[src/rtl/method_call_arbiter_pkg.sv]
// Shared definitions for the method-call arbiter: FSM state encoding and
// default parameter values used by the interface, picker and top.
package method_arb_pkg;

  localparam int DEF_N_REQ      = 4;
  localparam int DEF_ARG_W      = 32;
  localparam int DEF_RET_W      = 32;
  localparam int DEF_WAIT_LIMIT = 8;
  localparam int CALL_CNT_W     = 16;

  typedef enum logic [1:0] {
    ST_IDLE      = 2'd0,
    ST_ISSUE     = 2'd1,
    ST_WAIT_BUSY = 2'd2,
    ST_RUN       = 2'd3
  } arb_state_e;

endpackage

[src/rtl/method_call_arbiter_if.sv]
// Caller-side and target-side signals of the arbiter; master is the arbiter,
// slave is the environment (callers plus the shared target method).
interface method_call_arbiter_if
  import method_arb_pkg::*;
#(
  parameter int N_REQ = DEF_N_REQ,
  parameter int ARG_W = DEF_ARG_W,
  parameter int RET_W = DEF_RET_W
) ();

  logic [N_REQ-1:0]         caller_req;
  logic [N_REQ-1:0]         caller_busy;
  logic [N_REQ*ARG_W-1:0]   caller_arg;
  logic [RET_W-1:0]         caller_return;
  logic                     target_req;
  logic [ARG_W-1:0]         target_arg;
  logic                     target_busy;
  logic [RET_W-1:0]         target_return;
  logic [$clog2(N_REQ)-1:0] grant_id;
  logic [CALL_CNT_W-1:0]    call_count;
  logic                     timeout_err;

  modport master (
    input  caller_req, caller_arg, target_busy, target_return,
    output caller_busy, caller_return, target_req, target_arg,
           grant_id, call_count, timeout_err
  );

  modport slave (
    output caller_req, caller_arg, target_busy, target_return,
    input  caller_busy, caller_return, target_req, target_arg,
           grant_id, call_count, timeout_err
  );

endinterface

[src/rtl/method_call_arbiter_rr_priority_picker.sv]
// Combinational round-robin picker: first pending index strictly after the
// pointer, wrapping, so a lone pending caller always wins.
module rr_priority_picker
  import method_arb_pkg::*;
#(
  parameter  int N_REQ = DEF_N_REQ,
  localparam int IDX_W = $clog2(N_REQ)
) (
  input  logic [N_REQ-1:0] pending,
  input  logic [IDX_W-1:0] pointer,
  output logic             valid,
  output logic [IDX_W-1:0] index
);

  // Scan N_REQ slots starting one past the pointer and keep the first hit.
  always_comb begin : pick
    logic [IDX_W-1:0] slot_idx;
    logic             hit;
    valid    = 1'b0;
    index    = '0;
    slot_idx = '0;
    hit      = 1'b0;
    for (int k = 1; k <= N_REQ; k++) begin
      slot_idx = IDX_W'((int'(pointer) + k) % N_REQ);
      hit      = pending[slot_idx] & ~valid;
      index    = hit ? slot_idx : index;
      valid    = valid | hit;
    end
  end

endmodule

[src/rtl/method_call_arbiter.sv]
// Arbitrates one-shot method calls from N_REQ callers onto a single target,
// round-robin, with a bounded wait for the target to acknowledge via busy.
module method_call_arbiter
  import method_arb_pkg::*;
#(
  parameter int N_REQ      = DEF_N_REQ,
  parameter int ARG_W      = DEF_ARG_W,
  parameter int RET_W      = DEF_RET_W,
  parameter int WAIT_LIMIT = DEF_WAIT_LIMIT
) (
  input logic                   clk,
  input logic                   reset,
  method_call_arbiter_if.master bus
);

  localparam int IDX_W = $clog2(N_REQ);
  localparam int WC_W  = $clog2(WAIT_LIMIT + 1);

  arb_state_e            state_r;
  logic [N_REQ-1:0]      pending_r;
  logic [N_REQ-1:0]      busy_r;
  logic [N_REQ-1:0]      accept_s;
  logic [ARG_W-1:0]      arg_r [N_REQ];
  logic                  target_req_r;
  logic [ARG_W-1:0]      target_arg_r;
  logic [RET_W-1:0]      caller_return_r;
  logic [IDX_W-1:0]      grant_r;
  logic [IDX_W-1:0]      ptr_r;
  logic [IDX_W-1:0]      pick_idx_s;
  logic                  pick_valid_s;
  logic [CALL_CNT_W-1:0] call_count_r;
  logic                  timeout_r;
  logic [WC_W-1:0]       wait_cnt_r;

  // Requests from a caller already busy are dropped, not queued.
  assign accept_s = bus.caller_req & ~busy_r;

  rr_priority_picker #(.N_REQ(N_REQ)) u_picker (
    .pending (pending_r),
    .pointer (ptr_r),
    .valid   (pick_valid_s),
    .index   (pick_idx_s)
  );

  // Per-caller argument capture on request acceptance.
  always_ff @(posedge clk or negedge reset) begin
    if (!reset) begin
      arg_r <= '{default: '0};
    end else begin
      for (int i = 0; i < N_REQ; i++) begin
        if (accept_s[i]) begin
          arg_r[i] <= bus.caller_arg[i*ARG_W +: ARG_W];
        end
      end
    end
  end

  // Call FSM with pending/busy bookkeeping and all registered outputs.
  always_ff @(posedge clk or negedge reset) begin
    if (!reset) begin
      state_r         <= ST_IDLE;
      pending_r       <= '0;
      busy_r          <= '0;
      target_req_r    <= 1'b0;
      target_arg_r    <= '0;
      caller_return_r <= '0;
      grant_r         <= '0;
      ptr_r           <= IDX_W'(N_REQ - 1);
      call_count_r    <= '0;
      timeout_r       <= 1'b0;
      wait_cnt_r      <= '0;
    end else begin
      pending_r <= pending_r | accept_s;
      busy_r    <= busy_r | accept_s;
      case (state_r)
        ST_IDLE: begin
          if (pick_valid_s) begin
            grant_r      <= pick_idx_s;
            ptr_r        <= pick_idx_s;
            target_arg_r <= arg_r[pick_idx_s];
            target_req_r <= 1'b1;
            state_r      <= ST_ISSUE;
          end else begin
            state_r <= ST_IDLE;
          end
        end
        ST_ISSUE: begin
          target_req_r       <= 1'b0;
          pending_r[grant_r] <= 1'b0;
          wait_cnt_r         <= '0;
          state_r            <= ST_WAIT_BUSY;
        end
        ST_WAIT_BUSY: begin
          if (bus.target_busy) begin
            state_r <= ST_RUN;
          end else if (wait_cnt_r == WC_W'(WAIT_LIMIT - 1)) begin
            // Target never acknowledged: release the caller, keep last return.
            timeout_r       <= 1'b1;
            busy_r[grant_r] <= 1'b0;
            call_count_r    <= call_count_r + CALL_CNT_W'(1);
            state_r         <= ST_IDLE;
          end else begin
            wait_cnt_r <= wait_cnt_r + WC_W'(1);
          end
        end
        ST_RUN: begin
          if (bus.target_busy) begin
            state_r <= ST_RUN;
          end else begin
            caller_return_r <= bus.target_return;
            busy_r[grant_r] <= 1'b0;
            call_count_r    <= call_count_r + CALL_CNT_W'(1);
            state_r         <= ST_IDLE;
          end
        end
        default: begin
          target_req_r <= 1'b0;
          state_r      <= ST_IDLE;
        end
      endcase
    end
  end

  assign bus.caller_busy   = busy_r;
  assign bus.caller_return = caller_return_r;
  assign bus.target_req    = target_req_r;
  assign bus.target_arg    = target_arg_r;
  assign bus.grant_id      = grant_r;
  assign bus.call_count    = call_count_r;
  assign bus.timeout_err   = timeout_r;

endmodule

[src/flat_wrapper.sv]
// flat-port wrapper written by rule: the top's interface ports become plain ports
module method_call_arbiter_flat import method_arb_pkg::*;
#(
  parameter int N_REQ      = DEF_N_REQ,
  parameter int ARG_W      = DEF_ARG_W,
  parameter int RET_W      = DEF_RET_W,
  parameter int WAIT_LIMIT = DEF_WAIT_LIMIT
)
  (clk, reset, bus_caller_req, bus_caller_arg, bus_target_busy, bus_target_return, bus_caller_busy, bus_caller_return, bus_target_req, bus_target_arg, bus_grant_id, bus_call_count, bus_timeout_err);
  method_call_arbiter_if #(.N_REQ(N_REQ), .ARG_W(ARG_W), .RET_W(RET_W)) bus_i ();
  input logic clk;
  input logic reset;
  input wire logic [$bits(bus_i.caller_req)-1:0] bus_caller_req;
  input wire logic [$bits(bus_i.caller_arg)-1:0] bus_caller_arg;
  input wire logic [$bits(bus_i.target_busy)-1:0] bus_target_busy;
  input wire logic [$bits(bus_i.target_return)-1:0] bus_target_return;
  output wire logic [$bits(bus_i.caller_busy)-1:0] bus_caller_busy;
  output wire logic [$bits(bus_i.caller_return)-1:0] bus_caller_return;
  output wire logic [$bits(bus_i.target_req)-1:0] bus_target_req;
  output wire logic [$bits(bus_i.target_arg)-1:0] bus_target_arg;
  output wire logic [$bits(bus_i.grant_id)-1:0] bus_grant_id;
  output wire logic [$bits(bus_i.call_count)-1:0] bus_call_count;
  output wire logic [$bits(bus_i.timeout_err)-1:0] bus_timeout_err;
  assign bus_i.caller_req = bus_caller_req;
  assign bus_i.caller_arg = bus_caller_arg;
  assign bus_i.target_busy = bus_target_busy;
  assign bus_i.target_return = bus_target_return;
  assign bus_caller_busy = bus_i.caller_busy;
  assign bus_caller_return = bus_i.caller_return;
  assign bus_target_req = bus_i.target_req;
  assign bus_target_arg = bus_i.target_arg;
  assign bus_grant_id = bus_i.grant_id;
  assign bus_call_count = bus_i.call_count;
  assign bus_timeout_err = bus_i.timeout_err;
  method_call_arbiter #(.N_REQ(N_REQ), .ARG_W(ARG_W), .RET_W(RET_W), .WAIT_LIMIT(WAIT_LIMIT)) u_core (.clk(clk), .reset(reset), .bus(bus_i));
endmodule
[config.mk]
export PLATFORM = sky130hd
export DESIGN_NAME = method_call_arbiter_flat
export DESIGN_NICKNAME = d
export VERILOG_FILES = /design/src/rtl/method_call_arbiter_pkg.sv /design/src/rtl/method_call_arbiter_if.sv /design/src/rtl/method_call_arbiter_rr_priority_picker.sv /design/src/rtl/method_call_arbiter.sv /design/src/flat_wrapper.sv
export SDC_FILE = /design/constraint.sdc
export NUM_CORES = 1
export LEC_CHECK = 0
export ABC_AREA = 1
export CORE_ASPECT_RATIO = 1.1
export CORE_MARGIN = 4
export CORE_UTILIZATION = 40
export CTS_CLUSTER_DIAMETER = 60
export DETAILED_ROUTE_END_ITERATION = 8
export GPL_TIMING_DRIVEN = 0
export PLACE_DENSITY = 0.7
export SLEW_MARGIN = 30
export SYNTH_ARGS = -nofsm -noshare
export SYNTH_HDL_FRONTEND = slang
export SYNTH_SLANG_ARGS = --single-unit
[constraint.sdc]
create_clock -name clk -period 2.1 [get_ports clk]
set_input_delay 0.21 -clock clk [delete_from_list [all_inputs] [get_ports clk]]
set_output_delay 0.21 -clock clk [all_outputs]
set_load 0.1 [all_outputs]
==> flow_metrics.tcl, run 1 <==
set metrics [dict create \
    outcome "finished with violations" \
    violations "setup timing" \
    postSynth.topFlopCell "dfrtp_1" \
    cts_buffers 25 \
    regToRegSetupSlack_ns -0.23 \
    core_region_area_mm2 0.02470 \
    antenna_found_initial 0 \
    detail-route-antenna-nets 0 \
    post-route-worst-setup-slack_ns -0.2304 \
    die_h_um 175.1 \
    hold_viol_final 0 \
    cp-start-kind "flop" \
    first_global_vias 9212 \
    synth_warnings 0 \
    synth_edf_count 0 \
    clock_path_buffers 3 \
    drt_first_iter_violations 552 \
    port_buffers 254 \
    synth_area_leader_cell "dfrtp_1" \
    critical_path_peak_fanout 7 \
    tritoncts "yes" \
    dpl.hpwl_mm 22.09 \
    drc_errors 0 \
    synth-async-reset-ratio 1.000 \
    cp_data_arrival_time_ns 2.79 \
    postRouteWirelength_mm 31.64 \
    fill_cell_total_of_the_finished_layout 2051 \
    final-setup-viol-count 34 \
    yosysMostFrequentCell "nand2_1" \
    min_to "u_core.arg_r[35]" \
    num_antenna_cells 0 \
    chipWidth_um 159.9 \
    io_pins 255 \
    cts_htree_levels 1 \
    post_route_cells_drive_above_1_share 0.2112 \
    timing.slew.headroom 0.3282 \
    postSynthAreaPerCell_um2 9.021 \
    num_vias 9019 \
    clk-insertion-delay-late_ns 0.53 \
    rr_worst_depth 17 \
    worst_clock_skew_ns 0.01320 \
    clk_pin_slew_worst_paths_ns 0.06 \
    globalRouteTotalUtil 0.2158 \
    ys_top_cells_by_area "dfrtp_1 (56%), nand2_1 (13%), nand3_1 (5.4%)" \
    postLayoutCoreUtil 0.6168 \
    rsz_0062_raised_after_global_routing "true" \
    timing.critical_path.to_type "flop" \
    post-synth-top-area-fraction 0.5568 \
    grt_start_max_net_pins 84 \
    clock-sinks 228 \
    clock-root-buffer "clkbuf_16" \
    synth_nets 1295 \
    start_util 0.4112 \
    worst-setup-path-type "flop to flop" \
    worst_ep_required_time_ns 2.56 \
    min-delay-path-class "primary input to flop" \
    drt_first_pass_iters 5 \
    period_utilisation_layout 1.110 \
    gp_routability_congestion 0.8832 \
    r2r-end "u_core.bus.target_arg[23]" \
    r2r-start "u_core.ptr_r[0]" \
    ys_ff_latch 228 \
    floorplan.die_area_mm2 0.02801 \
    floorplan.rows 60 \
    timing.hold.worst_path_depth 3 \
    postSynthCellCount 1126 \
    transition_time_of_the_tightest_slew_check_pin_ns 1.012 \
    fmax_mhz 429.1 \
    synth_seq_area_share 0.5620 \
    grt-ovfl-total 0 \
    slew_viol_final 0 \
    synthTopCellsByCount "nand2_1 (345), dfrtp_1 (226), inv_1 (128)" \
    syn2layout_area_growth_pct 49.99 \
    setup.worst_path.start "u_core.ptr_r[0]" \
    period_needed_ns 2.330 \
    route.detailed.wl_per_inst_um 17.71 \
    timing.max_cap.violations 0 \
    cell_area_after_technology_mapping_mm2 0.01016 \
    first_pass_grt_wire_length_mm 48.82 \
    post_drt_via_cell_ratio 5.047 \
    layout.nets 1630 \
    worst_setup_timing_slack_at_the_placement_stage_ns -0.3461 \
    hold_path_startpoint "bus_caller_arg[67]" \
    synthDistinctLibCells 38 \
]
[through the flow]
stage	instance area [um^2]	TNS, ns	instances	hold slack (ns)
6_report	15230	-5.017	1787	0.2358
5_1_grt	15230	-8.696	1787	0.2253
4_1_cts	14810	-4.949	1783	0.2213
3_5_place_dp	13140	-19.02	1692	0.2409
3_3_place_gp	13090	-2043.20	1690	0.4465
2_1_floorplan	10160	-0.009281	1126	-0.08559
[layer usage]
layer	global-route usage	vias to the layer above	wire length, um
met5	0	-	0
met4	0.07422	0	975
met3	0.02807	62	1826
met2	0.3701	335	15800
met1	0.2832	4367	13040
li1	-	4255	-
[cells in the final DEF (no fill, tap or decap), types with 5 or more instances in the layout]
| cell type | count |
|---|---|
| buf_1 | 9 |
| buf_12 | 8 |
| buf_16 | 8 |
| buf_2 | 6 |
| buf_4 | 30 |
| buf_6 | 16 |
| buf_8 | 12 |
| clkbuf_1 | 30 |
| clkbuf_16 | 26 |
| clkdlybuf4s50_1 | 165 |
| dfrtp_1 | 222 |
| dlygate4sd2_1 | 84 |
| inv_1 | 126 |
| mux2_2 | 47 |
| nand2_1 | 294 |
| nand2_2 | 28 |
| nand2_4 | 30 |
| nand3_1 | 61 |
| nand3_2 | 42 |
| nand3_4 | 8 |
| nor2_1 | 14 |
| nor2_4 | 5 |
| o211ai_1 | 6 |
| o211ai_2 | 9 |
| o21ai_0 | 104 |
| or2_1 | 15 |
| xor2_1 | 11 |
[worst max-delay path by stage]
stage                                           end  slack (ns)  cells after the start
after floorplan           u_core.bus.call_count[15]      -0.009                      6
after global placement     u_core.bus.call_count[0]       -9.79                      1
after detailed placement   u_core.bus.target_arg[7]       -0.35                     14
after CTS                 u_core.bus.target_arg[16]       -0.23                     19
after global routing       u_core.bus.target_arg[5]       -0.31                     18
final                     u_core.bus.target_arg[23]       -0.23                     17
[critical path: stages (launching register included)]
cell	delay, ns
dfstp_2	0.56
buf_8	0.14
clkinv_8	0.08
nand2_4	0.07
nand2_4	0.06
nand2_4	0.08
buf_4	0.11
buf_4	0.10
nand2_1	0.06
nand2_1	0.07
nand2_2	0.09
nor2_8	0.18
inv_8	0.06
nor2_4	0.12
buf_12	0.14
buf_8	0.13
o211ai_2	0.11
nand3_1	0.09
[logic make-up after synthesis]
family                     count (synthesis)  synth area share
xor gates and xnor gates                  15           0.01293
muxes                                     47           0.05211
buffers and inverters                    187           0.07600
adders and majority gates                  2          0.002463
DFF                                      228            0.5620
AOI/OAI and AO/OA                        135           0.07761
and+or+nand+nor                          512            0.2169
[flip-flops by register name, indices dropped and copies added, names as in the netlist, 2 cells and up]
register                  count
u_core.arg_r                128
u_core.bus.caller_return     32
u_core.bus.target_arg        32
u_core.bus.call_count        16
u_core.bus.caller_busy        4
u_core.pending_r              4
u_core.wait_cnt_r             4
u_core.bus.grant_id           2
u_core.ptr_r                  2
u_core.state_r                2
[layout make-up]
cell class,instances,area (um^2),share of cell area
multi-input combinational,711,4329,0.2842
buffer,50,394.1,0.02587
timing repair buffer,311,3141,0.2061
inverter,133,530.5,0.03482
sequential,228,5713,0.3750
timing repair inverter,1,6.256,0.0004106
clock inverter,3,21.27,0.001396
tap,310,387.9,0.02546
clock buffer,40,711.9,0.04673
[timing repair]
item | 4_1_cts | 5_1_grt
cloned | 12 | 1
hold endpoints to repair | 81 | 0
pin swaps | 41 | 48
setup endpoints to repair | 124 | 74
gates resized for setup | 221 | 109
buffers inserted | 36 | 10
hold buffers | 1 | 0
Power of run 1 is left out: the tool's default activity adds up to more than one toggle a clock period on the data nets, which glitch-free logic cannot reach.
==> inputs of run 2 (changes only) <==
--- a/config.mk
+++ b/config.mk
@@ -9,7 +9,8 @@
 export CORE_ASPECT_RATIO = 1.1
 export CORE_MARGIN = 4
 export CORE_UTILIZATION = 40
-export CTS_CLUSTER_DIAMETER = 60
+export CTS_CLUSTER_DIAMETER = 40
+export CTS_CLUSTER_SIZE = 16
 export DETAILED_ROUTE_END_ITERATION = 8
 export GPL_TIMING_DRIVEN = 0
 export PLACE_DENSITY = 0.7
==> flow_metrics.tcl, run 2 (synthesized netlist as in run 1, its figures left out) <==
set metrics [dict create \
    outcome "finished with violations" \
    violations "setup timing" \
    clock-sinks 228 \
    post_drt_via_cell_ratio 5.074 \
    r2r-end "u_core.bus.target_arg[10]" \
    route.detailed.wl_per_inst_um 17.78 \
    first_global_vias 9449 \
    period_needed_ns 2.345 \
    num_vias 9149 \
    most_common_cell_after_layout_fill_and_taps_aside "nand2_1" \
    cp-start-kind "flop" \
    cell_area_after_layout_mm2 0.01568 \
    post_route_cells_drive_above_1_share 0.2213 \
    period_utilisation_layout 1.117 \
    fill_cell_total_of_the_finished_layout 1988 \
    globalRouteTotalUtil 0.2232 \
    io_pins 255 \
    layout.nets 1636 \
    min_to "u_core.arg_r[35]" \
    min-delay-path-class "primary input to flop" \
    hold_path_startpoint "bus_caller_arg[67]" \
    cts_htree_levels 2 \
    max_ffs_per_register 128 \
    multi_input_comb_area_mm2 0.004278 \
    timing.max_cap.violations 0 \
    start_util 0.4112 \
    regToRegSetupSlack_ns -0.24 \
    slew_viol_final 0 \
    cp_data_arrival_time_ns 2.72 \
    clock_path_buffers 3 \
    timing.slew.headroom 0.3295 \
    transition_time_of_the_tightest_slew_check_pin_ns 1.010 \
    worst_ep_required_time_ns 2.48 \
    rr_worst_depth 14 \
    worst-setup-path-type "flop to flop" \
    tightest_hold_margin_ns 0.2501 \
    timing.critical_path.to_type "flop" \
    floorplan.rows 60 \
    chipWidth_um 159.9 \
    fmax_mhz 426.5 \
    r2r-start "u_core.ptr_r[1]" \
    floorplan.die_area_mm2 0.02801 \
    first_pass_grt_wire_length_mm 49.86 \
    gp_routability_congestion 0.8832 \
    detail-route-antenna-nets 0 \
    port_buffers 254 \
    hold_viol_final 0 \
    final-setup-viol-count 36 \
    worst_clock_skew_ns 0.01088 \
    postRouteWirelength_mm 32.05 \
    cts_buffers 35 \
    critical_path_peak_fanout 7 \
    drc_errors 0 \
    tritoncts "yes" \
    drt_first_pass_iters 5 \
    dpl.hpwl_mm 22.09 \
    die_h_um 175.1 \
    clock-root-buffer "clkbuf_16" \
    clk_pin_slew_worst_paths_ns 0.06 \
    setup.worst_path.start "u_core.ptr_r[1]" \
    post-route-worst-setup-slack_ns -0.2448 \
    antenna_found_initial 2 \
    core_region_area_mm2 0.02470 \
    syn2layout_area_growth_pct 54.37 \
    clk-insertion-delay-late_ns 0.50 \
    grt-ovfl-total 0 \
    top_register "u_core.arg_r" \
    grt_start_max_net_pins 84 \
    rsz_0062_raised_after_global_routing "true" \
    layout.area.seq_mm2 0.005713 \
    drt_first_iter_violations 756 \
    dpl_cell_area_mm2 0.01314 \
    most-common-layout-cells "nand2_1 (301), dfrtp_1 (222), clkdlybuf4s50_1 (165)" \
    timing.hold.worst_path_depth 3 \
]
==> run 2: cell count changes in the layout (fill, tap and decap cells not counted), moves of 7 or more <==
cell | previous run | this run
clkbuf_16 | 26 | 37
buf_6 | 16 | 27
nand2_1 | 294 | 301
bufinv_16 | 0 | 8
clkbuf_1 | 30 | 20
nand3_1 | 61 | 53
nand2_4 | 30 | 18
buf_4 | 30 | 21
nand3_2 | 42 | 53
==> run 2: cell type report <==
type | count | share of cell area
clock buffer | 41 | 0.06128
inverter | 133 | 0.03264
antenna | 2 | 0.0003192
clock inverter | 20 | 0.02091
sequential | 228 | 0.3643
multi-input combinational | 711 | 0.2728
tap | 310 | 0.02474
timing repair buffer | 305 | 0.1973
buffer | 52 | 0.02530
timing repair inverter | 1 | 0.0003990
==> run 2: through the flow <==
step | worst slack (ns) | util | TNS, ns | cells
2_1_floorplan | -0.009281 | - | -0.009281 | 1126
3_3_place_gp | -9.791 | 0.5301 | -2043.20 | 1690
3_5_place_dp | -0.3461 | 0.5321 | -19.02 | 1692
4_1_cts | -0.2001 | 0.6255 | -4.666 | 1799
5_1_grt | -0.3442 | 0.6349 | -10.57 | 1803
6_report | -0.2448 | 0.6349 | -6.886 | 1803
==> run 2: worst max-delay path, cell delays in order (launching register included) <==
cell     delay (ns)
dfstp_2        0.58
inv_1          0.12
nand2_2        0.11
nand2_4        0.07
nand2_4        0.08
nand2_4        0.06
nor2_4         0.18
nand3_4        0.12
nand3_4        0.17
nand2_8        0.11
buf_6          0.13
buf_6          0.11
or2_1          0.22
nand3_2        0.08
nand3_2        0.07
==> run 2: routing by layer <==
metal  routed length (um)  part of all wire  GRT usage
met1                13120              0.41     0.2862
met2                16020              0.50     0.3802
met3                 1907             0.059    0.03680
met4                 1005             0.031    0.08605
met5                    0                 0          0
==> run 2: what timing repair did <==
action,CTS,global route
pin swaps,53,23
setup endpoints to repair,125,44
hold endpoints to repair,81,0
gates resized for setup,251,49
cloned,14,0
buffers inserted,37,3
hold buffers,1,0
==> run 2: how the worst max path moves through the flow <==
stage / to / slack (ns) / depth (start not counted)
2_1_floorplan: u_core.bus.call_count[15] / -0.009 / 6
3_3_place_gp: u_core.bus.call_count[0] / -9.79 / 1
3_5_place_dp: u_core.bus.target_arg[7] / -0.35 / 14
4_1_cts: u_core.bus.target_arg[25] / -0.20 / 17
5_1_grt: u_core.bus.target_arg[24] / -0.34 / 18
6_report: u_core.bus.target_arg[10] / -0.24 / 14
Power of run 2 is left out for the same reason.
==> inputs of run 3 (changes only) <==
--- a/config.mk
+++ b/config.mk
@@ -5,7 +5,6 @@
 export SDC_FILE = /design/constraint.sdc
 export NUM_CORES = 1
 export LEC_CHECK = 0
-export ABC_AREA = 1
 export CORE_ASPECT_RATIO = 1.1
 export CORE_MARGIN = 4
 export CORE_UTILIZATION = 40
@@ -13,7 +12,7 @@
 export CTS_CLUSTER_SIZE = 16
 export DETAILED_ROUTE_END_ITERATION = 8
 export GPL_TIMING_DRIVEN = 0
-export PLACE_DENSITY = 0.7
+export PLACE_DENSITY = 0.71
 export SLEW_MARGIN = 30
 export SYNTH_ARGS = -nofsm -noshare
 export SYNTH_HDL_FRONTEND = slang
==> flow_metrics.tcl, run 3 <==
set metrics [dict create \
    period_utilisation_layout 0.9677 \
    final-setup-viol-count 0 \
    power_density_mw_per_mm2 1865 \
    worst_ep_required_time_ns 1.89 \
    synthDistinctLibCells 40 \
    postSynthCellCount 670 \
    first_global_vias 7024 \
    dpl_cell_area_mm2 0.01256 \
    grt-ovfl-total 0 \
    critical_path_peak_fanout 4 \
    power.share.sequential 0.301 \
    netSwitchingPower_mw 11.38 \
    placed_cells 1232 \
    ir_worst_vdd_mv 1.248 \
    min-delay-path-class "primary input to async pin" \
    core_region_area_mm2 0.02362 \
    cell_area_after_layout_mm2 0.01354 \
    pwr-share-clk 0.204 \
    hold_viol_final 0 \
    yosysMostFrequentCell "dfrtp_1" \
    cts_htree_levels 1 \
    rsz_0062_raised_after_global_routing "false" \
    period_needed_ns 2.032 \
    post-synth-top-area-fraction 0.5917 \
    worst_clock_skew_ns 0.009390 \
    synth_warnings 0 \
    drt_first_pass_iters 4 \
    grt_start_max_net_pins 69 \
    antenna_found_initial 4 \
    first_pass_grt_wire_length_mm 39.20 \
    tritoncts "yes" \
    slew_viol_final 0 \
    outcome "completed" \
    cell_type_of_the_slowest_stage_on_the_worst_timing_path "dlygate4sd2_1" \
    regToRegSetupSlack_ns 0.10 \
    synth-async-reset-ratio 1.000 \
    synth_seq_area_share 0.5972 \
    fin_tns_setup_ns 0 \
    dpl.hpwl_mm 18.19 \
    chipWidth_um 155.4 \
    io_pins 255 \
    cpLargestDelayFamily "buffers and inverters" \
    drc_errors 0 \
    transition_time_of_the_tightest_slew_check_pin_ns 1.019 \
    synth_edf_count 0 \
    postSynth.topFlopCell "dfrtp_1" \
    cp-start-kind "flop" \
    cp_num_buf_inv 1 \
    synth_area_leader_cell "dfrtp_1" \
    die_h_um 170.1 \
    globalRouteTotalUtil 0.1887 \
    cts_buffers 30 \
    clk_pin_slew_worst_paths_ns 0.06 \
    clk-insertion-delay-late_ns 0.54 \
    timing.max_cap.violations 0 \
    post_drt_via_cell_ratio 5.030 \
    drt_first_iter_violations 252 \
    postRouteWirelength_mm 25.22 \
    detail-route-antenna-nets 0 \
    report.power.total_mw 25.25 \
    ys_top_cells_by_area "dfrtp_1 (59%), mux2_2 (19%), mux2i_1 (6.8%)" \
    port_buffers 254 \
    timing.critical_path.to_type "primary output" \
    gp_routability_congestion 0.7751 \
    post_route_cells_drive_above_1_share 0.2695 \
    clock-sinks 228 \
    worst-setup-path-type "flop to primary output" \
    clock-root-buffer "clkbuf_16" \
    clock_path_buffers 3 \
    num_vias 6519 \
    most-common-layout-cells "dfrtp_1 (223), clkdlybuf4s50_1 (165), mux2_2 (160)" \
    post_layout_nonfiller_instances 1296 \
    top_register "u_core.arg_r" \
    internal_power_mw 13.87 \
    layout.nets 1132 \
    most_common_cell_after_layout_fill_and_taps_aside "dfrtp_1" \
    route.detailed.wl_per_inst_um 19.46 \
    floorplan.rows 59 \
    fmax_mhz 492.1 \
    cell_area_after_technology_mapping_mm2 0.009558 \
    synth_nets 839 \
    static-leakage-power_nw 6.126 \
    max_ffs_per_register 128 \
    timing.slew.headroom 0.3232 \
    syn2layout_area_growth_pct 41.68 \
    postSynthAreaPerCell_um2 14.27 \
    start_util 0.4046 \
    comb_power_share 0.496 \
    ys_ff_latch 228 \
    synthTopCellsByCount "dfrtp_1 (226), mux2_2 (160), mux2i_1 (65)" \
    max_stage_delay_ns 0.88 \
    timing.critical_path.cells "dlygate4sd2_1" \
    sw_frac_of_total 0.4506 \
    cp_data_arrival_time_ns 1.82 \
    floorplan.die_area_mm2 0.02643 \
]
run 3: cell count changes after synthesis, moves of 14 or more:
cell,before,now
inv_1,128,4
mux2_2,47,160
mux2i_1,0,65
or2_1,15,1
nand2_1,345,49
o21ai_0,104,3
o221ai_1,0,32
nand3_1,109,14
run 3: final cells by class:
| cell class | count | area [um^2] |
|---|---|---|
| Timing Repair Buffer | 262 | 2551 |
| Buffer | 40 | 292.8 |
| Antenna cell | 4 | 10.01 |
| Clock buffer | 37 | 808.3 |
| Tap cell | 305 | 381.6 |
| Inverter | 4 | 15.01 |
| Multi-Input combinational cell | 397 | 3553 |
| Fill cell | 2012 | 10080 |
| Sequential cell | 228 | 5712 |
| Clock inverter | 19 | 217.7 |
run 3: repair_timing:
item / 4_1_cts / 5_1_grt
endpoints found under the hold margin: 159 / 0
pin swaps: 0 / 1
setup endpoints to repair: 124 / 35
resized for setup: 96 / 13
hold buffers: 1 / 0
setup buffers: 0 / 4
run 3: logic make-up (layout without fill, tap and decap cells):
family                     count (synthesis)  in the layout  synth area share
other                                      0              4                 0
xor gates and xnor gates                  15             15           0.01375
and+or+nand+nor                           97             97           0.04661
DFF                                      228            228            0.5972
buffers and inverters                     45            362           0.03142
adders and majority gates                  2              2          0.002618
AOI/OAI and AO/OA                         58             58           0.05184
muxes                                    225            225            0.2566
run 3: power by group through the flow:
stage	clock network, mW	logic (mW)	registers, mW
2_1_floorplan	0	4.97	12.3
3_3_place_gp	0	12.8	7.62
3_5_place_dp	0	12.9	7.68
4_1_cts	5.25	12.5	7.60
5_1_grt	5.46	13.2	7.84
6_report	5.14	12.5	7.59
run 3: stage by stage:
| stage | setup slack, ns | hold WS (ns) | util |
|---|---|---|---|
| after global routing | 0.002049 | 0.1747 | 0.5731 |
| final | 0.06775 | 0.1546 | 0.5733 |
| after floorplan | 0.05416 | -0.08559 | - |
| after global placement | -9.944 | 0.4517 | 0.5285 |
| after CTS | 0.001924 | 0.1461 | 0.5715 |
| after detailed placement | -0.3894 | 0.1357 | 0.5318 |
run 3: path summary, 6_finish.rpt:
path                                      startpoint                           end  cells after the start
max in group asynchronous                      reset  u_core.bus.caller_return[21]                      4
setup / recovery            u_core.bus.call_count[0]             bus_call_count[0]                      1
setup reg to reg           u_core.bus.caller_busy[0]             u_core.arg_r[123]                      4
hold / removal                                 reset             u_core.arg_r[101]                      2
hold reg to reg            u_core.bus.call_count[15]     u_core.bus.call_count[15]                      1
min in group clk                  bus_caller_arg[85]              u_core.arg_r[53]                      2
run 3: layer usage:
| layer | track usage | vias to the layer above | share of wire |
|---|---|---|---|
| met1 | 0.2359 | 3271 | 0.41 |
| li1 | - | 3023 | - |
| met4 | 0.06053 | 2 | 0.025 |
| met5 | 0 | - | 0.00052 |
| met3 | 0.05036 | 38 | 0.069 |
| met2 | 0.3202 | 185 | 0.50 |
(Power assumes the default switching activity.)
==> edit 1, RTL diff (settings of run 3) <==
Make the reset (`reset`) synchronous in 2 clocked blocks.
--- a/src/rtl/method_call_arbiter.sv
+++ b/src/rtl/method_call_arbiter.sv
@@ -43,7 +43,7 @@
   );
 
   // Per-caller argument capture on request acceptance.
-  always_ff @(posedge clk or negedge reset) begin
+  always_ff @(posedge clk) begin
     if (!reset) begin
       arg_r <= '{default: '0};
     end else begin
@@ -56,7 +56,7 @@
   end
 
   // Call FSM with pending/busy bookkeeping and all registered outputs.
-  always_ff @(posedge clk or negedge reset) begin
+  always_ff @(posedge clk) begin
     if (!reset) begin
       state_r         <= ST_IDLE;
       pending_r       <= '0;
Function: differs if reset is asserted again (counterexample within 4 cycles, from zero or initial values and one cycle with reset low); with reset held inactive, the same outputs for 4 cycles.
==> edit 1 against run 3 <==
- wire length increased by 25%
- sequential cell count did not move
- die area rose by 1.4%
- final area up 0.56%
- synthesized cell count increased by 65%
- area after synthesis increased by 1.5%
- setup slack lost 24 ps
- non-clock buffer count grew 34
Power is not compared: it rests on default switching activity, and its combinational part moved more than twofold at a synthesized area within 25%.
==> edit 1: results (changes against run 3) <==
| Metric | Value |
|---|---|
| Hold WC Path Type | `input port to register (was input port to asynchronous set/reset pin)` |
| Net Count, Synth | `1,277 (was 839)` |
| VDD IR max | `~0.72 mV` |
| Clock-pin slew on the worst setup and hold paths | `60 ps (about the same)` |
| Worst skew pair latency | `510 ps (was 540 ps)` |
| H-tree levels | `2 (was 1)` |
| Leak | `between 5 and 6 nW` |
| Crit path max fanout | `10 (was 4)` |
| Reg-to-reg setup timing slack | `40 ps (was 100 ps)` |
| Detailed Route Iter0 Violations | `546 (was 252)` |
| Grt ovf | `0 (unchanged)` |
| Hpwl dp | `23.2 mm (was 18.2 mm)` |
| Max reg flops | `128 (unchanged)` |
| First-pass GRT wire length | `47.7 mm (was 39.2 mm)` |
| Routed WL per cell | `18.2 um (was 19.5 um)` |
| Longest Clk Path Bufs | `3 (unchanged)` |
| Worst slew margin | `31.4% (was 32.3%)` |
| Crit Reg-Reg Endpoint | `u_core.bus.target_arg[23] (was u_core.arg_r[123])` |
| Synth cell types | `49 (was 40)` |
| Hold Path Depth | `3` |
| Ys async rst share | `0% (was 100%)` |
| Largest Register | `u_core.arg_r (unchanged)` |
| RD Place Congestion | `0.862 (was 0.775)` |
| Sequential-to-total area share from yosys stat | `47.1% (was 59.7%)` |
| Diode count | `0 (was 4)` |
| Synth warn | `0 (unchanged)` |
| Cts bufs inserted | `34 (was 30)` |
| Synth cell count leaders | `nand2_1 (336), dfxtp_1 (228), a21boi_0 (164), clkbuf_1 (66), mux2i_1 (53) (was dfrtp_1 (226), mux2_2 (160), mux2i_1 (65), nand2_1 (49), o221ai_1 (32))` |
| Hold EP | `u_core.arg_r[100]` |
| CP arrival | `2480 ps (was 1820 ps)` |
| Vias in the first global route | `8,791 (was 7,024)` |
| Via count | `8,708 (was 6,519)` |
| Dpl ws | `-408 ps (was -389 ps)` |
| Status | `completed (unchanged)` |
| Top cells by area, synth | `dfxtp_1 (47%), nand2_1 (13%), a21boi_0 (13%), mux2i_1 (5.5%), mux2_2 (3.7%) (was dfrtp_1 (59%), mux2_2 (19%), mux2i_1 (6.8%), o221ai_1 (2.9%), nand2_1 (1.9%))` |
| Worst R2R Start | `u_core.pending_r[2] (was u_core.bus.caller_busy[0])` |
| I/O Buffers | `254 (unchanged)` |
| TritonRoute pass-1 iters | `5 (was 4)` |
| Critical Path Max Stage Delay | `390 ps (was 880 ps)` |
| HP Start | `bus_caller_arg[4]` |
| Skew final | `15.3 ps (was 9.39 ps)` |
| Share of cells above drive strength 1 | `10.4% (was 27.0%)` |
| Final Net Count | `1,567 (was 1,132)` |
| Clock root cell | `clkbuf_16 (unchanged)` |
| Worst r2r path cells | `6 (was 4)` |
| Initial antenna violation count | `1 (was 4)` |
| Largest net degree at the start of global routing | `14 (was 69)` |
| Total GRT Usage | `22.9% (was 18.9%)` |
| Crit-path slowest cell | `dfxtp_1 (was dlygate4sd2_1)` |
-- edit 1: repair_timing --
action                                  4_1_cts  5_1_grt
buffers inserted                              0        0
resized for setup                            81       14
hold endpoints to repair                      0        0
endpoints found under the setup margin       91       46
cloned                                        0        0
-- edit 1: area by class of cell --
type	count	area, um^2
Fill cell	2176	10200
Multi-Input combinational cell	792	4730
Sequential cell	228	4580
Timing Repair Buffer	254	2390
Clock buffer	42	952
Buffer	82	397
Tap cell	305	382
Clock inverter	18	165
Inverter	6	22.5
-- edit 1: routing by layer --
metal	global-route usage, %	vias up	part of all wire (%)	wire, um
met5	0	-	0.025	8
met4	7.32	2	2.6	804
met3	6.11	56	8.6	2690
met2	38.1	312	47	14700
met1	28.9	4025	42	13200
li1	-	4313	-	-
-- edit 1: worst max-delay path, delay by kind of cell (launching register included) --
family / cells / cell delay, ps
flip-flops: 1 / 390
buffers and inverters: 2 / 390
multiplexers: 1 / 370
AO/OA/AOI/OAI: 3 / 830
-- edit 1: cells by family (layout without fill, tap and decap cells) --
group	count (synthesis)	in the layout	share of synthesized area, %
AOI/OAI and AO/OA	242	242	18.5
adders and majority gates	2	2	0.258
buffers and inverters	88	402	4.22
DFF	228	228	47.1
muxes	85	85	9.19
xor gates and xnor gates	15	15	1.35
and+or+nand+nor	448	448	19.4
-- edit 1: worst max path at each step --
stage	startpoint	endpoint	slack, ps	cells after the start
after floorplan	u_core.bus.call_count[5]	u_core.bus.call_count[14]	60	5
after global placement	reset	u_core.bus.target_arg[13]	-380	6
after detailed placement	reset	u_core.bus.caller_return[28]	-410	5
after CTS	u_core.state_r[0]	u_core.state_r[0]	7	5
after global routing	u_core.pending_r[2]	u_core.bus.target_arg[9]	-50	6
final	u_core.pending_r[2]	u_core.bus.target_arg[23]	40	6
-- edit 1: per-stage QoR --
step / power (mW) / instances / hold slack, ps / instance area [um^2] / utilization (%)
2_1_floorplan: 6.92 / 1108 / 355 / 9710 / -
3_3_place_gp: 7.97 / 1667 / 444 / 12600 / 53.1
3_5_place_dp: 7.97 / 1667 / 449 / 12600 / 53.0
4_1_cts: 13.4 / 1727 / 249 / 13600 / 57.3
5_1_grt: 13.8 / 1727 / 272 / 13600 / 57.3
6_report: 13.4 / 1727 / 260 / 13600 / 57.3
-- edit 1: report_power, final --
group,internal (mW),total [mW],switching [mW]
registers,4.61,4.80,0.189
logic,1.02,3.04,2.02
clock network,3.40,5.51,2.11
total,9.03,13.4,4.32
==> edit 2, RTL diff (config.mk and constraints of run 3) <==
Without the edit above. Change the package constant `DEF_ARG_W` from 32 to 64.
--- a/src/rtl/method_call_arbiter_pkg.sv
+++ b/src/rtl/method_call_arbiter_pkg.sv
@@ -3,7 +3,7 @@
 package method_arb_pkg;
 
   localparam int DEF_N_REQ      = 4;
-  localparam int DEF_ARG_W      = 32;
+  localparam int DEF_ARG_W      = 64;
   localparam int DEF_RET_W      = 32;
   localparam int DEF_WAIT_LIMIT = 8;
   localparam int CALL_CNT_W     = 16;
Ports: changed (resized bus_caller_arg and bus_target_arg); port bits go from 255 to 415. The function was not compared with the original's and may differ.
==> edit 2 against run 3 <==
- wire length rose by 88%
- final area up 68%
- via count up 70%
- global-route usage rose by 2.3 points
- utilization decreased by 0.45 points
- sequential share of layout area rose by 0.43 points
- setup slack worse by 32 ps
- sequential cell count grew 160
- area after synthesis increased by 69%
- power up 67%
- maximum frequency down 1.5%
- clock skew grew 12 ps
- critical path type unchanged
- largest cell class unchanged
==> edit 2: results (changes against run 3) <==
| Metric | Value |
|---|---|
| Status | `completed (unchanged)` |
| Post-synthesis cell count | `1,122 (was 670)` |
| Top cells by area, synth | `dfrtp_1 (60%), mux2_2 (20%), mux2i_1 (8.0%), o221ai_1 (3.5%), nand2_1 (2.0%) (was dfrtp_1 (59%), mux2_2 (19%), mux2i_1 (6.8%), o221ai_1 (2.9%), nand2_1 (1.9%))` |
| Final Net Count | `1,893 (was 1,132)` |
| Skew final | `21.3 ps (was 9.39 ps)` |
| CP Capture Type | `primary output (unchanged)` |
| Compound-cell area share of the yosys netlist | `4.72% (was 5.18%)` |
| First-pass GRT wire length | `71.0 mm (was 39.2 mm)` |
| Leak | `10.3 nW (was 6.13 nW)` |
| Share of cells above drive strength 1 | `28.8% (was 27.0%)` |
| Clock root cell | `clkbuf_16 (unchanged)` |
| VDD IR max | `1.33 mV (was 1.25 mV)` |
| Worst skew pair latency | `590 ps (was 540 ps)` |
| CP arrival | `1850 ps (was 1820 ps)` |
| Crit-path slowest cell | `dlygate4sd2_1 (unchanged)` |
| Synth Area in Adders | `0.155% (was 0.262%)` |
| Routed WL per cell | `22.0 um (was 19.5 um)` |
| Max reg flops | `256 (was 128)` |
| DRT Wirelength | `47.3 mm (was 25.2 mm)` |
| Synth cell count leaders | `dfrtp_1 (386), mux2_2 (288), mux2i_1 (129), nand2_1 (88), o221ai_1 (64) (was dfrtp_1 (226), mux2_2 (160), mux2i_1 (65), nand2_1 (49), o221ai_1 (32))` |
| H-tree levels | `2 (was 1)` |
| Hpwl dp | `33.9 mm (was 18.2 mm)` |
| Synth warn | `0 (unchanged)` |
| Crit path max fanout | `2 (was 4)` |
| Via/cell ratio | `5.15 (was 5.03)` |
| Detailed Route Iter0 Violations | `458 (was 252)` |
| Fill cell count | `3,384 (was 2,012)` |
| Sequential-to-total area share from yosys stat | `60.0% (was 59.7%)` |
| Largest net degree at the start of global routing | `86 (was 69)` |
| Most frequent cell after synthesis | `dfrtp_1 (unchanged)` |
| Area after DPL | `21,000 um^2 (was 12,600 um^2)` |
| Routed Antenna Nets | `0 (unchanged)` |
| Cts bufs inserted | `53 (was 30)` |
| Post-synthesis mux area share | `28.0% (was 25.7%)` |
| Xor-xnor portion of the synthesized cell area | `0.812% (was 1.37%)` |
| I/O Buffers | `414 (was 254)` |
| Dpl ws | `-465 ps (was -389 ps)` |
| Initial antenna violation count | `6 (was 4)` |
| Synth cell types | `39 (was 40)` |
| Critical Path Max Stage Delay | `900 ps (was 880 ps)` |
| Total GRT Usage | `21.2% (was 18.9%)` |
| RD Place Congestion | `0.800 (was 0.775)` |
| Net Count, Synth | `1,419 (was 839)` |
| Slew @ Worst Pin | `1030 ps (was 1020 ps)` |
| DP Cell Count | `2,053 (was 1,232)` |
| Vias in the first global route | `12,200 (was 7,024)` |
-- edit 2: changes by cell type after synthesis, sizes merged, moves of 4 or more --
cell / run 3 / this run
buf: 20 / 45
clkbuf: 20 / 24
dfrtp: 226 / 386
mux2: 160 / 288
mux2i: 65 / 129
nand2: 49 / 88
nand3: 14 / 6
nor2: 11 / 16
o221ai: 33 / 65
xnor2: 14 / 6
xor2: 1 / 9
-- edit 2: cell families after synthesis --
kind of cell               Yosys count
muxes                              417
DFF                                388
and+or+nand+nor                    137
AOI/OAI and AO/OA                   90
buffers and inverters               73
xor gates and xnor gates            15
adders and majority gates            2
-- edit 2: final cells by class --
cell class	instances	area (um^2)	area share [%]
antenna	5	12.5	0.0549
buffer	69	448	1.96
clock buffer	62	1400	6.14
clock inverter	34	413	1.81
inverter	4	15.0	0.0659
multi-input combinational	661	6060	26.6
sequential	388	9710	42.6
tap	513	642	2.82
timing repair buffer	419	4090	17.9
-- edit 2: what timing repair did --
| action | in CTS | in global routing |
|---|---|---|
| setup endpoints to repair | 388 | 84 |
| endpoints found under the hold margin | 74 | 0 |
| resized for setup | 148 | 30 |
| setup buffers | 0 | 0 |
| hold buffers | 1 | 0 |
-- edit 2: per-layer routing --
layer / part of all wire (%) / track usage [%] / vias to the layer above
met2: 50 / 36.0 / 346
met1: 40 / 25.8 / 5636
li1: - / - / 5034
met5: 0.044 / 0 / -
met3: 7.6 / 6.28 / 82
met4: 2.9 / 7.43 / 4
-- edit 2: stage by stage --
step	setup TNS, ps	hold slack [ps]
after CTS	0	191
after floorplan	0	-85.6
final	0	183
after detailed placement	-107650	232
after global placement	-6333640	451
after global routing	-173	215
-- edit 2: worst paths after layout --
kind | start | end | slack (ps) | cells past startpoint
worst max-delay path | u_core.bus.target_arg[2] | bus_target_arg[2] | 40 | 1
worst min-delay path | reset | u_core.arg_r[114] | 180 | 2
worst max register to register | u_core.ptr_r[1] | u_core.bus.target_arg[60] | 110 | 7
worst min register to register | u_core.bus.call_count[15] | u_core.bus.call_count[15] | 460 | 1
max in group asynchronous | reset | u_core.arg_r[77] | 610 | 4
min in group clk | bus_caller_arg[169] | u_core.arg_r[105] | 230 | 2
-- edit 2: where the power goes --
group	internal [mW]	leakage (nW)	switching, mW	total, mW
sequential	11.0	4.74	1.98	13.0
clock	5.67	0.869	3.50	9.17
combinational	7.08	4.72	12.8	19.9
